<file path="src/rtl/cli_line_buffer.sv">
// rtl/cli_line_buffer.sv - UART command-line assembler with edit handling, echo and line handoff
// Pops RX bytes, edits a line buffer, echoes each keystroke and holds a CR-terminated line for the consumer.
module cli_line_buffer #(
  parameter int DEPTH = 64,
  parameter int AW    = 6
) (
  input  logic          clk,
  input  logic          rst,
  input  logic          rx_valid,
  input  logic [7:0]    rx_byte,
  output logic          rx_fifo_pop,
  input  logic          tx_fifo_full,
  output logic          transmit,
  output logic [7:0]    tx_byte,
  output logic          line_ready,
  output logic [AW:0]   line_len,
  output logic          line_overflow,
  input  logic [AW-1:0] rd_addr,
  output logic [7:0]    rd_data,
  input  logic          line_ack
);

  typedef enum logic [1:0] {IDLE, DECODE, ECHO, DONE} state_t;

  state_t      state, state_nx;
  logic [7:0]  rx_q;
  logic [23:0] echo_sh;
  logic [1:0]  echo_cnt;
  logic        echo_cr;
  logic [7:0]  mem [DEPTH];

  logic        is_print, is_bs, is_cr, full, empty;
  logic [1:0]  load_cnt;
  logic [23:0] load_sh;

  // Echo bytes are loaded LSB-first so tx_byte is always the low byte of the shifter.
  always_comb begin
    is_print = (rx_q >= 8'h20) && (rx_q <= 8'h7E);
    is_bs    = (rx_q == 8'h08) || (rx_q == 8'h7F);
    is_cr    = (rx_q == 8'h0D);
    full     = line_len[AW];
    empty    = (line_len == '0);
    load_cnt = 2'd0;
    load_sh  = 24'h0;
    if (is_print) begin
      load_cnt = 2'd1;
      load_sh  = full ? 24'h000007 : {16'h0, rx_q};
    end else if (is_bs) begin
      load_cnt = empty ? 2'd1 : 2'd3;
      load_sh  = empty ? 24'h000007 : 24'h082008;
    end else if (is_cr) begin
      load_cnt = 2'd2;
      load_sh  = 24'h000A0D;
    end
  end

  always_comb begin
    state_nx    = state;
    rx_fifo_pop = 1'b0;
    transmit    = 1'b0;
    case (state)
      IDLE: begin
        // Qualified by rst so the pop strobe is quiet while reset is held.
        if (rx_valid && rst) begin
          rx_fifo_pop = 1'b1;
          state_nx    = DECODE;
        end
      end
      DECODE: state_nx = (load_cnt != 2'd0) ? ECHO : IDLE;
      ECHO: begin
        if (!tx_fifo_full) begin
          transmit = 1'b1;
          if (echo_cnt == 2'd1) state_nx = echo_cr ? DONE : IDLE;
        end
      end
      DONE: if (line_ack) state_nx = IDLE;
      default: state_nx = IDLE;
    endcase
  end

  assign tx_byte    = echo_sh[7:0];
  assign line_ready = (state == DONE);

  always_ff @(posedge clk or negedge rst) begin
    if (!rst) begin
      state         <= IDLE;
      rx_q          <= 8'h00;
      echo_sh       <= 24'h0;
      echo_cnt      <= 2'd0;
      echo_cr       <= 1'b0;
      line_len      <= '0;
      line_overflow <= 1'b0;
    end else begin
      state <= state_nx;
      if (rx_fifo_pop) rx_q <= rx_byte;
      case (state)
        DECODE: begin
          echo_sh  <= load_sh;
          echo_cnt <= load_cnt;
          echo_cr  <= is_cr;
          if (is_print && !full) line_len <= line_len + 1'b1;
          if (is_print && full) line_overflow <= 1'b1;
          if (is_bs && !empty) line_len <= line_len - 1'b1;
        end
        ECHO: begin
          if (transmit) begin
            echo_sh  <= {8'h00, echo_sh[23:8]};
            echo_cnt <= echo_cnt - 2'd1;
          end
        end
        DONE: begin
          if (line_ack) begin
            line_len      <= '0;
            line_overflow <= 1'b0;
          end
        end
        default: ;
      endcase
    end
  end

  always_ff @(posedge clk) begin
    if (state == DECODE && is_print && !full) mem[line_len[AW-1:0]] <= rx_q;
  end

  always_ff @(posedge clk or negedge rst) begin
    if (!rst) rd_data <= 8'h00;
    else      rd_data <= mem[rd_addr];
  end

endmodule
</file>
<file path="config.mk">
export PLATFORM = sky130hd
export DESIGN_NAME = cli_line_buffer
export DESIGN_NICKNAME = d
export VERILOG_FILES = /design/src/rtl/cli_line_buffer.sv
export SDC_FILE = /design/constraint.sdc
export NUM_CORES = 1
export LEC_CHECK = 0
export BUFFER_PORTS_ARGS = -buffer_cell sky130_fd_sc_hd__buf_2
export CORE_MARGIN = 1
export CORE_UTILIZATION = 45
export CTS_CLUSTER_SIZE = 24
export DETAILED_ROUTE_END_ITERATION = 10
export GPL_ROUTABILITY_DRIVEN = 0
export PLACE_DENSITY = 0.64
export SYNTH_ARGS = -nofsm -noshare
export SYNTH_HDL_FRONTEND = slang
export SYNTH_SLANG_ARGS = --single-unit
</file>
<file path="constraint.sdc">
create_clock -name clk -period 3.48 [get_ports clk]
set_clock_uncertainty 0.1 [all_clocks]
set_input_delay 0.696 -clock clk [delete_from_list [all_inputs] [get_ports clk]]
set_output_delay 0.696 -clock clk [all_outputs]
set_load 0.01 [all_outputs]
</file>
==> Yosys cells after proc, flatten, opt, wreduce, memory -nomap -nowiden <==
Memories as Yosys holds them, arrays and structs flattened. A register that Yosys moved wholly into a read port is not among the register bits.
Index checks and enable logic that the tools add are counted.
Widths: inputs -> output; s select.
{ "word_totals": {"regBits": 45, "ram_bits": 512, "in_bits": 19, "output_inout_bits": 27, "wordCells": 80, "n_memories": 1} }
{ "op_classes": {"addsub": 3, "magnitude_cmp": 2, "n_eq_ne": 14, "muxes": 33, "reduce_logical": 20} }
{ "memory_table": {"columns": ["memory", "words", "word_bits", "rd", "rd_clocked_by_memory_dff", "wr", "line_no", "rtl"], "rows": [
  ["mem", 64, 8, 1, 1, 1, "30", "logic [7:0] mem [DEPTH];"]
]} }
{ "ops": {"columns": ["cell", "count"], "rows": [
  ["$mux 24", 2],
  ["$pmux 24 s2", 1],
  ["$mux 20", 2],
  ["$mux 2", 11],
  ["$mux 7", 3],
  ["$eq 8x4->1 const B", 2],
  ["$pmux 7 s2", 1],
  ["$mux 12", 1],
  ["$ne 2x2->1 const B", 5],
  ["$eq 8x7->1 const B", 1],
  ["$ge 8x6->1 const B", 1],
  ["$le 8x7->1 const B", 1],
  ["$mux 1", 8],
  ["$mux 8", 1],
  ["$pmux 2 s4", 1],
  ["$add 7x1->7 const B", 1],
  ["$logic_and 1x1->1", 7],
  ["$logic_not 7->1", 1],
  ["$sub 7x1->7 const B", 1],
  ["$reduce_and 3->1", 2],
  ["$reduce_bool 2->1", 3],
  ["$eq 2x1->1 const B", 2],
  ["$eq 2x2->1 const B", 2],
  ["$pmux 2 s2", 1],
  ["other kinds (9)", 11]
]} }

==> Logic depth before layout (Yosys ltp) <==
Gate-level depths: netlist of the first run.
{ "logic_depth": {"depth_word": 7, "depth_mapped": 12, "depth_no_buf": 10} }

==> Worst setup path before layout of the first run <==
OpenSTA, ideal clock, no wires.
{ "synth_path": {"path_type": "reg-to-reg", "start": "register rx_q[1]", "end": "register line_len[6]", "setup_time_ns": 0.140, "arrival_ns": 3.233, "required_ns": 3.240, "slack_ns": 0.007, "path_stages_with_launch": 11, "n_path_buf": 0, "cell_sequence": "dfrtp_1 or4_1 nor4_2 o21ai_4 inv_4 fa_1 a211oi_1 o21a_1 or4_1 o2111ai_1 o221ai_1"} }
{ "synth_via": {"elab_chain_len": 5, "word_cells_on_any_way": 12} }
{ "synth_rtl": {"columns": ["item", "line_no", "rtl"], "rows": [
  ["from (decl)", "26", "logic [7:0] rx_q;"],
  ["from (signal assigned)", "95", "if (rx_fifo_pop) rx_q <= rx_byte;"],
  ["$ge 8x6->1, or another cell as far along", "38", "is_print = (rx_q >= 8'h20) && (rx_q <= 8'h7E);"],
  ["$logic_and 1x1->1 / $logic_or 1x1->1 (equally long branches)", "38, 39", null],
  ["$logic_and 1x1->1 (on tied branches)", "101, 103", null],
  ["$ne 3x3->1 (no source line) / $mux 7 (equally long branches)", null, null],
  ["$reduce_and 3->1 (no source line) / $pmux 7 s2 (equally long branches)", null, null],
  ["to (signal assigned)", "101", "if (is_print && !full) line_len <= line_len + 1'b1;"],
  ["to (signal assigned)", "103", "if (is_bs && !empty) line_len <= line_len - 1'b1;"],
  ["to (decl)", "16", "output logic [AW:0] line_len,"]
]} }
Several ways; a longest one is shown, not always the timed one.
A chain may end at the register's enable or synchronous reset.

==> Final worst setup path of the first run <==
{ "layout_path": {"start": "register rx_q[4]", "end": "register line_len[6]"} }
The elaborated chain is that of the path after synthesis.

==> results_dict.tcl, run 1 <==
set metrics [dict create \
    avgSynthCellArea_um2 19.78 \
    power_w 0.01663 \
    layout_setup_ws_ps 257.1 \
    clock_path_buffers 3 \
    htreeDepth 2 \
    r2r_start "rx_q[4]$_DFFE_PN0P_" \
    ys_async_sr_fraction 0.07246 \
    drt_iter0_markers 1182 \
    required_ps 3850 \
    rows 80 \
    postCtsSetupRepairBufs 0 \
    cts_buffers 55 \
    synth.top_cell.area_share 0.7071 \
    synthTopCellsByArea "edfxtp_1, mux4_2, dfrtp_1" \
    cts.sinks 552 \
    hold_path_class "input pin to asynchronous set/reset pin" \
    synth_ff_type "edfxtp_1" \
    post_drt_wl_per_cell_um 25.88 \
    place_area_mm2 0.02299 \
    netlist_instances 1099 \
    routed-via-count 11019 \
    hpwl_um 30300 \
    fin_area_mm2 0.02467 \
    synth_cell_type_count 58 \
    report.final.slew_viol_count 0 \
    worstMarginPinSlew_ps 960.1 \
    crit_fanout 12 \
    cp_data_arrival_time_ps 3590 \
    synth_fp_nets 1125 \
    portBuffers 45 \
    slowest_delay_ps 570 \
    reg2reg_to "line_len[6]$_DFFE_PN0P_" \
    final.min_clock_period_ps 3223 \
    fp.dieArea_mm2 0.04920 \
    nets 1232 \
    grt.total_usage 0.1996 \
    io_pins 46 \
    grt_pass1_vias 11140 \
    synth_common_cells "edfxtp_1, mux4_2, nor2_1" \
    setup_tns_ps 0 \
    synth_edf_count 512 \
    clkLatencyLatePin_ps 610 \
    cts_resized 0 \
    ctsRootBufferMaster "clkbuf_16" \
    postCtsHoldBufs 0 \
    hold_violations 0 \
    crit_chain "or4_1, nor4_2, o21ai_4, inv_4, ha_1, o21ai_0, o21a_1, or4_1, o2111ai_1, o221ai_1" \
    drt-pass1-iter-count 5 \
    crit_path_start_kind "register" \
    slew_headroom 0.3576 \
    dp_slack_ps 296.1 \
    core_mm2 0.04775 \
    end_kind "register" \
    ir_worst_vdd_uv 576.6 \
    drive_above_1_share 0.2706 \
    post-route-period-util 0.9261 \
    grt_overflow 0 \
    die_w_um 221.8 \
    setup_viol 0 \
    place_inst 1764 \
    rrSetupSlack_ps 260 \
    synth_seq_cells 552 \
    routed_via_density 5.911 \
    wirelength_um 48230 \
    grt_max_degree 68 \
    clk_pin_slew_ps 60 \
    finalNonFillerCells 1864 \
    grt_pass1_wl_um 72130 \
    yosysMostFrequentCell "edfxtp_1" \
    drcViolationCount 0 \
    outcome "complete, no violations" \
    area_growth_pct 13.45 \
    fmax_mhz 310.3 \
    drv_cap 0 \
    syn_area_mm2 0.02174 \
    rsz0062_at_grt "no" \
    cts_tree "built" \
    antenna_cells 0 \
    power_density_mw_per_mm2 674.1 \
    ant_nets 0 \
    die_h_um 221.8 \
    start_util 0.4554 \
    power_leakage_nw 7.991 \
    antenna_found_initial 0 \
    synth_area_leader_cell "edfxtp_1" \
    slowest_stage "or4_1" \
    crit_type "register to register" \
    reg2reg_depth 10 \
    ys_warn_count 0 \
    cp_common_cell "or4_1" \
    yosysSeqAreaShare 0.7531 \
]
-- worst max path at each step --
stage	startpoint	end	cells past startpoint
floorplan	rx_q[1]$_DFFE_PN0P_	line_len[6]$_DFFE_PN0P_	10
global placement	rx_q[1]$_DFFE_PN0P_	line_len[6]$_DFFE_PN0P_	10
detailed placement	rx_q[4]$_DFFE_PN0P_	line_len[6]$_DFFE_PN0P_	10
CTS	rx_q[4]$_DFFE_PN0P_	line_len[6]$_DFFE_PN0P_	10
global route	rx_q[1]$_DFFE_PN0P_	line_len[5]$_DFFE_PN0P_	11
finish	rx_q[4]$_DFFE_PN0P_	line_len[6]$_DFFE_PN0P_	10
-- through the flow --
stage	utilization	hold WS (ps)
floorplan	-	300.4
global placement	0.4814	377.0
detailed placement	0.4814	369.8
CTS	0.5167	91.15
global route	0.5167	130.5
finish	0.5167	99.36
-- metal layers --
| metal | global-route usage | routed length, um | share of wire | vias to the layer above |
|---|---|---|---|---|
| li1 | - | - | - | 4751 |
| met1 | 0.2839 | 20640 | 0.43 | 5804 |
| met5 | 0 | 0 | 0 | - |
| met4 | 0.05914 | 1271 | 0.026 | 0 |
| met3 | 0.03194 | 3012 | 0.062 | 85 |
| met2 | 0.3203 | 23310 | 0.48 | 379 |
-- logic make-up (layout without fill, tap and decap cells) --
logic type                 after synthesis  in the layout  synth area share
buffers and inverters                   68            218           0.01565
and+or+nand+nor                        198            198           0.04322
xor gates and xnor gates                 4              4          0.001611
DFF                                    552            552            0.7531
adders and majority gates                7              7          0.004373
AOI/OAI and AO/OA                      114            114           0.03539
muxes                                  156            156            0.1466
-- placed cells by master (no fill, tap or decap), types with 12 or more instances in the layout --
cell / netlist / final
clkbuf_1: 20 / 17
o21ai_0: 15 / 15
clkbuf_16: 0 / 56
a21oi_1: 15 / 15
edfxtp_1: 512 / 512
nand2_1: 30 / 30
buf_2: 18 / 42
inv_1: 12 / 12
dfrtp_1: 40 / 32
nor2_1: 103 / 103
o22ai_1: 44 / 44
mux4_2: 128 / 128
mux2i_1: 17 / 17
nand3_1: 16 / 16
buf_4: 12 / 57
-- report_power, final --
part / switching (W) / internal (W) / total [W]
sequential: 0.000179 / 0.00838 / 0.00856
combinational: 0.00183 / 0.000700 / 0.00253
clock: 0.00241 / 0.00313 / 0.00554
total: 0.00442 / 0.0122 / 0.0166
-- cell type report --
cell class	count	area [um2]
fillers	3736	23080
flip-flops and latches	552	16390
multi-input cells	479	5027
clock buffers	78	1534
well taps	615	769.5
repair buffers	105	752.0
clock inverters	22	148.9
inverters	13	51.30
-- critical path: cells and delay by family, from the launching register on --
kind                       cells  cell delay, ps
DFF                            1             410
AOI/OAI and AO/OA              5             710
buffers and inverters          1             150
and+or+nand+nor                3            1460
adders and majority gates      1             260
-- state kept, by name (all words and copies together), names as in the netlist --
register	flops
state	2
line_len	7
echo_cr	1
mem	512
rx_q	8
echo_cnt	2
line_overflow	1
echo_sh	11
rd_data	8
No activity file was read; power rests on OpenSTA's default activity.
==> run 2: changes to the inputs <==
CAP_MARGIN = 25   (was unset)
CORE_ASPECT_RATIO = 2   (was unset)
CORE_UTILIZATION = 40   (was 45)
PLACE_DENSITY = 0.58   (was 0.64)
==> run 2 against run 1 <==
Compared with the run above:
- combinational power is essentially flat
- non-clock buffer count increased by 73
- die area is 12% higher
- sequential power up 0.6%
- routed wire length increased by 11%
- largest power group unchanged
- critical endpoint unchanged
- first-iteration DRC count shrank 30%
- largest cell class unchanged
- worst hold slack improved by 22 ps
- flip-flop and latch count is the same
==> results_dict.tcl, run 2 (same netlist as run 1, synthesis figures left out) <==
set metrics [dict create \
    ant_nets 0 \
    most-common-layout-cells "edfxtp_1, mux4_2, buf_4, nor2_1, clkbuf_16" \
    combPwrFrac 0.155 \
    drcViolationCount 0 \
    routed-via-count 11150 \
    die_h_um 331.7 \
    required_ps 3820 \
    htreeDepth 2 \
    antenna_found_initial 0 \
    slew_headroom 0.4848 \
    dp_slack_ps 248.5 \
    grt_overflow 0 \
    end_kind "register" \
    grt_pass1_wl_um 79370 \
    cts_buffers 47 \
    crit_chain "or3_1, nand4b_4, o21ai_4, inv_4, ha_1, o21ai_0, o21a_1, or4_1, o2111ai_1, o221ai_1" \
    die_w_um 166.9 \
    drv_cap 0 \
    fmax_mhz 309.6 \
    ir_worst_vdd_uv 510.2 \
    fin_area_mm2 0.02519 \
    post-route-period-util 0.9282 \
    final.min_clock_period_ps 3230 \
    crit_fanout 12 \
    rows 120 \
    slowest_stage "or3_1" \
    hold_path_class "input pin to asynchronous set/reset pin" \
    portBuffers 45 \
    power_leakage_nw 8.326 \
    setup_tns_ps 0 \
    layout_commonest_cell "edfxtp_1" \
    fp.dieArea_mm2 0.05535 \
    layout_setup_ws_ps 249.7 \
    place_area_mm2 0.02363 \
    drt_iter0_markers 824 \
    routed_via_density 5.640 \
    fillCellCount 4394 \
    wirelength_um 53440 \
    cts_tree "built" \
    grt_pass1_vias 11800 \
    grt_max_degree 68 \
    crit_type "register to register" \
    postCtsSetupRepairBufs 0 \
    multi_input_area_mm2 0.005027 \
    outcome "complete, no violations" \
    hold_violations 0 \
    power_frac_seq 0.521 \
    rsz0062_at_grt "no" \
    drive_above_1_share 0.3155 \
    clock_path_buffers 3 \
    cp_data_arrival_time_ps 3570 \
    reg2reg_depth 10 \
    nets 1297 \
    clk_pin_slew_ps 70 \
    hpwl_um 35910 \
    grt.total_usage 0.1985 \
    drt-pass1-iter-count 5 \
    largest_reg_flops 512 \
    io_pins 46 \
    power_w 0.01652 \
    p_sw_frac 0.2704 \
    power_density_mw_per_mm2 655.9 \
    internal-power_w 0.01205 \
    p_clk_frac 0.324 \
    report.final.slew_viol_count 0 \
    clkLatencyLatePin_ps 580 \
    seqCellArea_mm2 0.01639 \
    setup_viol 0 \
    crit_path_start_kind "register" \
    area_growth_pct 15.84 \
    core_mm2 0.05360 \
    start_util 0.4056 \
    switchingPower_w 0.004467 \
    post_drt_wl_per_cell_um 27.03 \
    cts.sinks 552 \
    slowest_delay_ps 580 \
    ctsRootBufferMaster "clkbuf_16" \
    worstMarginPinSlew_ps 772.9 \
    antenna_cells 0 \
    whs_ps 121.5 \
]
-- run 2: cell types whose count changed in the layout (fill, tap and decap cells not counted), moves of 2 or more --
| cell | before | now |
|---|---|---|
| clkbuf_1 | 17 | 4 |
| bufinv_16 | 1 | 5 |
| buf_12 | 5 | 7 |
| buf_4 | 57 | 127 |
| clkbuf_8 | 6 | 2 |
| clkbuf_16 | 56 | 49 |
| clkinv_4 | 1 | 3 |
| clkinv_2 | 8 | 11 |
| clkinv_1 | 8 | 4 |
| clkinvlp_4 | 2 | 7 |
-- run 2: repair_timing --
action                                  in CTS  in global routing
hold buffers                                 0                  0
resized for setup                            0                  1
endpoints found under the setup margin       0                  1
-- run 2: metrics by stage --
step | instances | utilization
2_1_floorplan | 1099 | -
3_3_place_gp | 1893 | 0.4408
3_5_place_dp | 1893 | 0.4408
4_1_cts | 1977 | 0.4698
5_1_grt | 1977 | 0.4699
6_report | 1977 | 0.4699
-- run 2: cell type report --
| cell class | count | share of cell area |
|---|---|---|
| clock inverter | 30 | 0.01187 |
| timing repair buffer | 178 | 0.05276 |
| inverter | 13 | 0.002037 |
| sequential | 552 | 0.6506 |
| multi-input combinational | 479 | 0.1996 |
| clock buffer | 54 | 0.04983 |
| tap | 671 | 0.03333 |
-- run 2: routing by layer --
layer	GRT usage	share of wire	up-vias
met5	0	0	-
met4	0.08747	0.043	0
met3	0.02002	0.040	84
met2	0.3736	0.56	342
met1	0.2246	0.36	5883
li1	-	-	4841
-- run 2: final timing paths --
kind,end,slack [ps],from
setup / recovery,line_len[6]$_DFFE_PN0P_,250,line_len[5]$_DFFE_PN0P_
min in group clk,rx_q[7]$_DFFE_PN0P_,250,rx_byte[7]
max in group asynchronous,rx_q[4]$_DFFE_PN0P_,2720,rst
setup reg to reg,line_len[6]$_DFFE_PN0P_,250,line_len[5]$_DFFE_PN0P_
hold / removal,rx_q[7]$_DFFE_PN0P_,120,rst
hold reg to reg,echo_sh[2]$_DFFE_PN0P_,390,echo_sh[2]$_DFFE_PN0P_
-- run 2: power groups by stage --
stage / clock network (W) / logic (W) / registers (W)
2_1_floorplan: 0 / 0.00105 / 0.00911
3_3_place_gp: 0 / 0.00252 / 0.00874
3_5_place_dp: 0 / 0.00259 / 0.00876
4_1_cts: 0.00545 / 0.00259 / 0.00861
5_1_grt: 0.00568 / 0.00275 / 0.00864
6_report: 0.00535 / 0.00256 / 0.00861
-- run 2: critical path, delay by kind of cell, from the launching register on --
family / cells / cell delay (ps)
flip-flops: 1 / 450
AND/OR/NAND/NOR: 3 / 1320
adder cells (fa/ha/maj): 1 / 370
AO/OA/AOI/OAI: 5 / 720
buffers and inverters: 1 / 110
==> run 3: changes to the inputs <==
ABC_AREA = 1   (was unset)
==> run 3 against run 2 <==
Compared with the run above:
- utilization is 1.2 points lower
- count of clock-buffer cells in the layout up 1
- first-iteration DRC count rose by 31%
- global-route usage rose by 2.2 points
- non-clock buffer count shrank 34
- flip-flop and latch count unchanged
- clock power decreased by 4%
- cell count rose by 47%
- critical path depth is 4 lower
- maximum frequency is 9.5% higher
- highest routed layer is now met5
==> results_dict.tcl, run 3 <==
set metrics [dict create \
    outcome "complete, no violations" \
    drive_above_1_share 0.1133 \
    worstMarginPinSlew_ps 913.8 \
    ys_warn_count 0 \
    place_inst 2820 \
    crit_type "register to register" \
    htreeDepth 2 \
    synth_top_family_by_area "simple AND/OR/NAND/NOR gates" \
    synth.top_cell.area_share 0.6712 \
    grt.total_usage 0.2209 \
    final.min_clock_period_ps 2949 \
    cp_data_arrival_time_ps 3060 \
    postCtsSetupRepairBufs 0 \
    synthTopCellsByArea "edfxtp_1, nand2_1, nand3_1" \
    rrSetupSlack_ps 530 \
    start_util 0.4056 \
    portBuffers 45 \
    routed_via_density 5.259 \
    clkLatencyLatePin_ps 590 \
    ant_nets 0 \
    cts_resized 0 \
    grt_pass1_wl_um 94020 \
    synthAdderAreaFrac 0.004151 \
    cts_tree "built" \
    drcViolationCount 0 \
    die_w_um 171.2 \
    synth_compound_area_frac 0.01016 \
    drt_iter0_markers 1081 \
    largest_reg_flops 512 \
    ys_async_sr_fraction 0.07246 \
    setup_tns_ps 0 \
    ctsRootBufferMaster "clkbuf_16" \
    drv_cap 0 \
    crit_family "simple AND/OR/NAND/NOR gates" \
    nets 2144 \
    grt_pass1_vias 15532 \
    netlist_instances 2045 \
    power_density_mw_per_mm2 647.5 \
    setup_viol 0 \
    r2r_start "rx_q[6]$_DFFE_PN0P_" \
    rsz0062_at_grt "no" \
    synth_edf_count 512 \
    postCtsHoldBufs 0 \
    core_mm2 0.05648 \
    synth_seq_cells 552 \
    end_kind "register" \
    fmax_mhz 339.1 \
    grt_overflow 0 \
    avgSynthCellArea_um2 11.20 \
    seqCellArea_mm2 0.01639 \
    power_leakage_nw 9.687 \
    cts_buffers 46 \
    synth_common_cells "nand2_1, edfxtp_1, nand3_1" \
    crit_buf_inv 2 \
    required_ps 3590 \
    reg2reg_to "mem[16][6]$_DFFE_PP_" \
    synth_fp_nets 2071 \
    synth.area.mux_share 0 \
    crit_fanout 19 \
    most-common-layout-cells "nand2_1, edfxtp_1, nand3_1, buf_4, nor2_1" \
    post_drt_wl_per_cell_um 21.56 \
    worst-path-stages 6 \
    hold_violations 0 \
    crit_chain "inv_1, a21oi_1, nand4_2, inv_2, nand3_2, nor2_1" \
    routed-via-count 15278 \
    ir_worst_vdd_uv 741.0 \
    synth_area_leader_cell "edfxtp_1" \
    fillCellCount 5149 \
    antenna_found_initial 2 \
    drt-pass1-iter-count 5 \
    post-route-period-util 0.8474 \
    synth_ff_type "edfxtp_1" \
    layout_setup_ws_ps 531.1 \
    syn_area_mm2 0.02291 \
    slowest_stage "nor2_1" \
    yosysMostFrequentCell "nand2_1" \
    hold_path_class "input pin to asynchronous set/reset pin" \
    synth_cell_type_count 35 \
    clock_path_buffers 3 \
    slowest_delay_ps 660 \
    grt_max_degree 134 \
    multi_input_area_mm2 0.005808 \
    yosysSeqAreaShare 0.7149 \
    finalNonFillerCells 2905 \
    fp.dieArea_mm2 0.05828 \
    synth_xor_area_frac 0.0003824 \
    area_growth_pct 12.86 \
    slew_headroom 0.3908 \
    crit_path_start_kind "register" \
    reg2reg_depth 6 \
    cts.sinks 552 \
    layout_commonest_cell "nand2_1" \
    wirelength_um 62630 \
    dp_slack_ps 581.7 \
    die_h_um 340.4 \
    hpwl_um 40510 \
    yosys.area_share.simple 0.2389 \
    io_pins 46 \
    clk_pin_slew_ps 70 \
    rows 123 \
    power_w 0.01674 \
    report.final.slew_viol_count 0 \
]
==> run 3: cell types whose count changed in the layout (fill, tap and decap cells not counted), moves of 7 or more <==
cell / change
nor2_1: -18
nand3_1: +434
inv_1: +22
nand2b_1: -7
mux4_2: -128
mux2_2: -8
buf_4: -35
nand2_1: +692
o22ai_1: -43
mux2i_1: -17
==> run 3: report_power, final <==
group	internal [W]	switching, W
logic	0.000602	0.00240
registers	0.00834	0.000242
clock network	0.00279	0.00237
==> run 3: logic make-up after synthesis <==
logic type / Yosys count
fa+ha+maj: 7
buf+inv: 160
flops: 552
simple gates: 1282
compound gates: 43
xor+xnor: 1
==> run 3: cell type report <==
| type | instances | share of cell area |
|---|---|---|
| multi-input combinational | 1333 | 0.2247 |
| clock buffer | 55 | 0.04830 |
| timing repair buffer | 144 | 0.04167 |
| sequential | 552 | 0.6339 |
| antenna | 1 | 0.00009680 |
| tap | 750 | 0.03630 |
| clock inverter | 29 | 0.008857 |
| inverter | 41 | 0.006244 |
==> run 3: per-stage QoR <==
stage / cell area, um2 / hold WS (ps) / utilization
floorplan: 22910 / 300.4 / -
global placement: 24370 / 366.4 / 0.4315
detailed placement: 24370 / 366.4 / 0.4315
CTS: 25850 / 117.2 / 0.4577
global route: 25850 / 167.7 / 0.4577
finish: 25850 / 118.3 / 0.4577
==> run 3: metal layers <==
metal | share of wire | global-route usage
met1 | 0.35 | 0.2362
met2 | 0.55 | 0.4121
met3 | 0.040 | 0.02395
met4 | 0.062 | 0.1278
met5 | 0.00018 | 0
==> run 3: worst max path at each step <==
stage | start | endpoint | slack, ps
after floorplan | rx_q[4]$_DFFE_PN0P_ | line_len[6]$_DFFE_PN0P_ | 470
after global placement | rx_q[6]$_DFFE_PN0P_ | mem[8][1]$_DFFE_PP_ | 660
after detailed placement | rx_q[6]$_DFFE_PN0P_ | mem[16][1]$_DFFE_PP_ | 580
after CTS | rx_q[6]$_DFFE_PN0P_ | mem[16][1]$_DFFE_PP_ | 570
after global routing | rx_q[6]$_DFFE_PN0P_ | mem[16][1]$_DFFE_PP_ | 400
final | rx_q[6]$_DFFE_PN0P_ | mem[16][6]$_DFFE_PP_ | 530
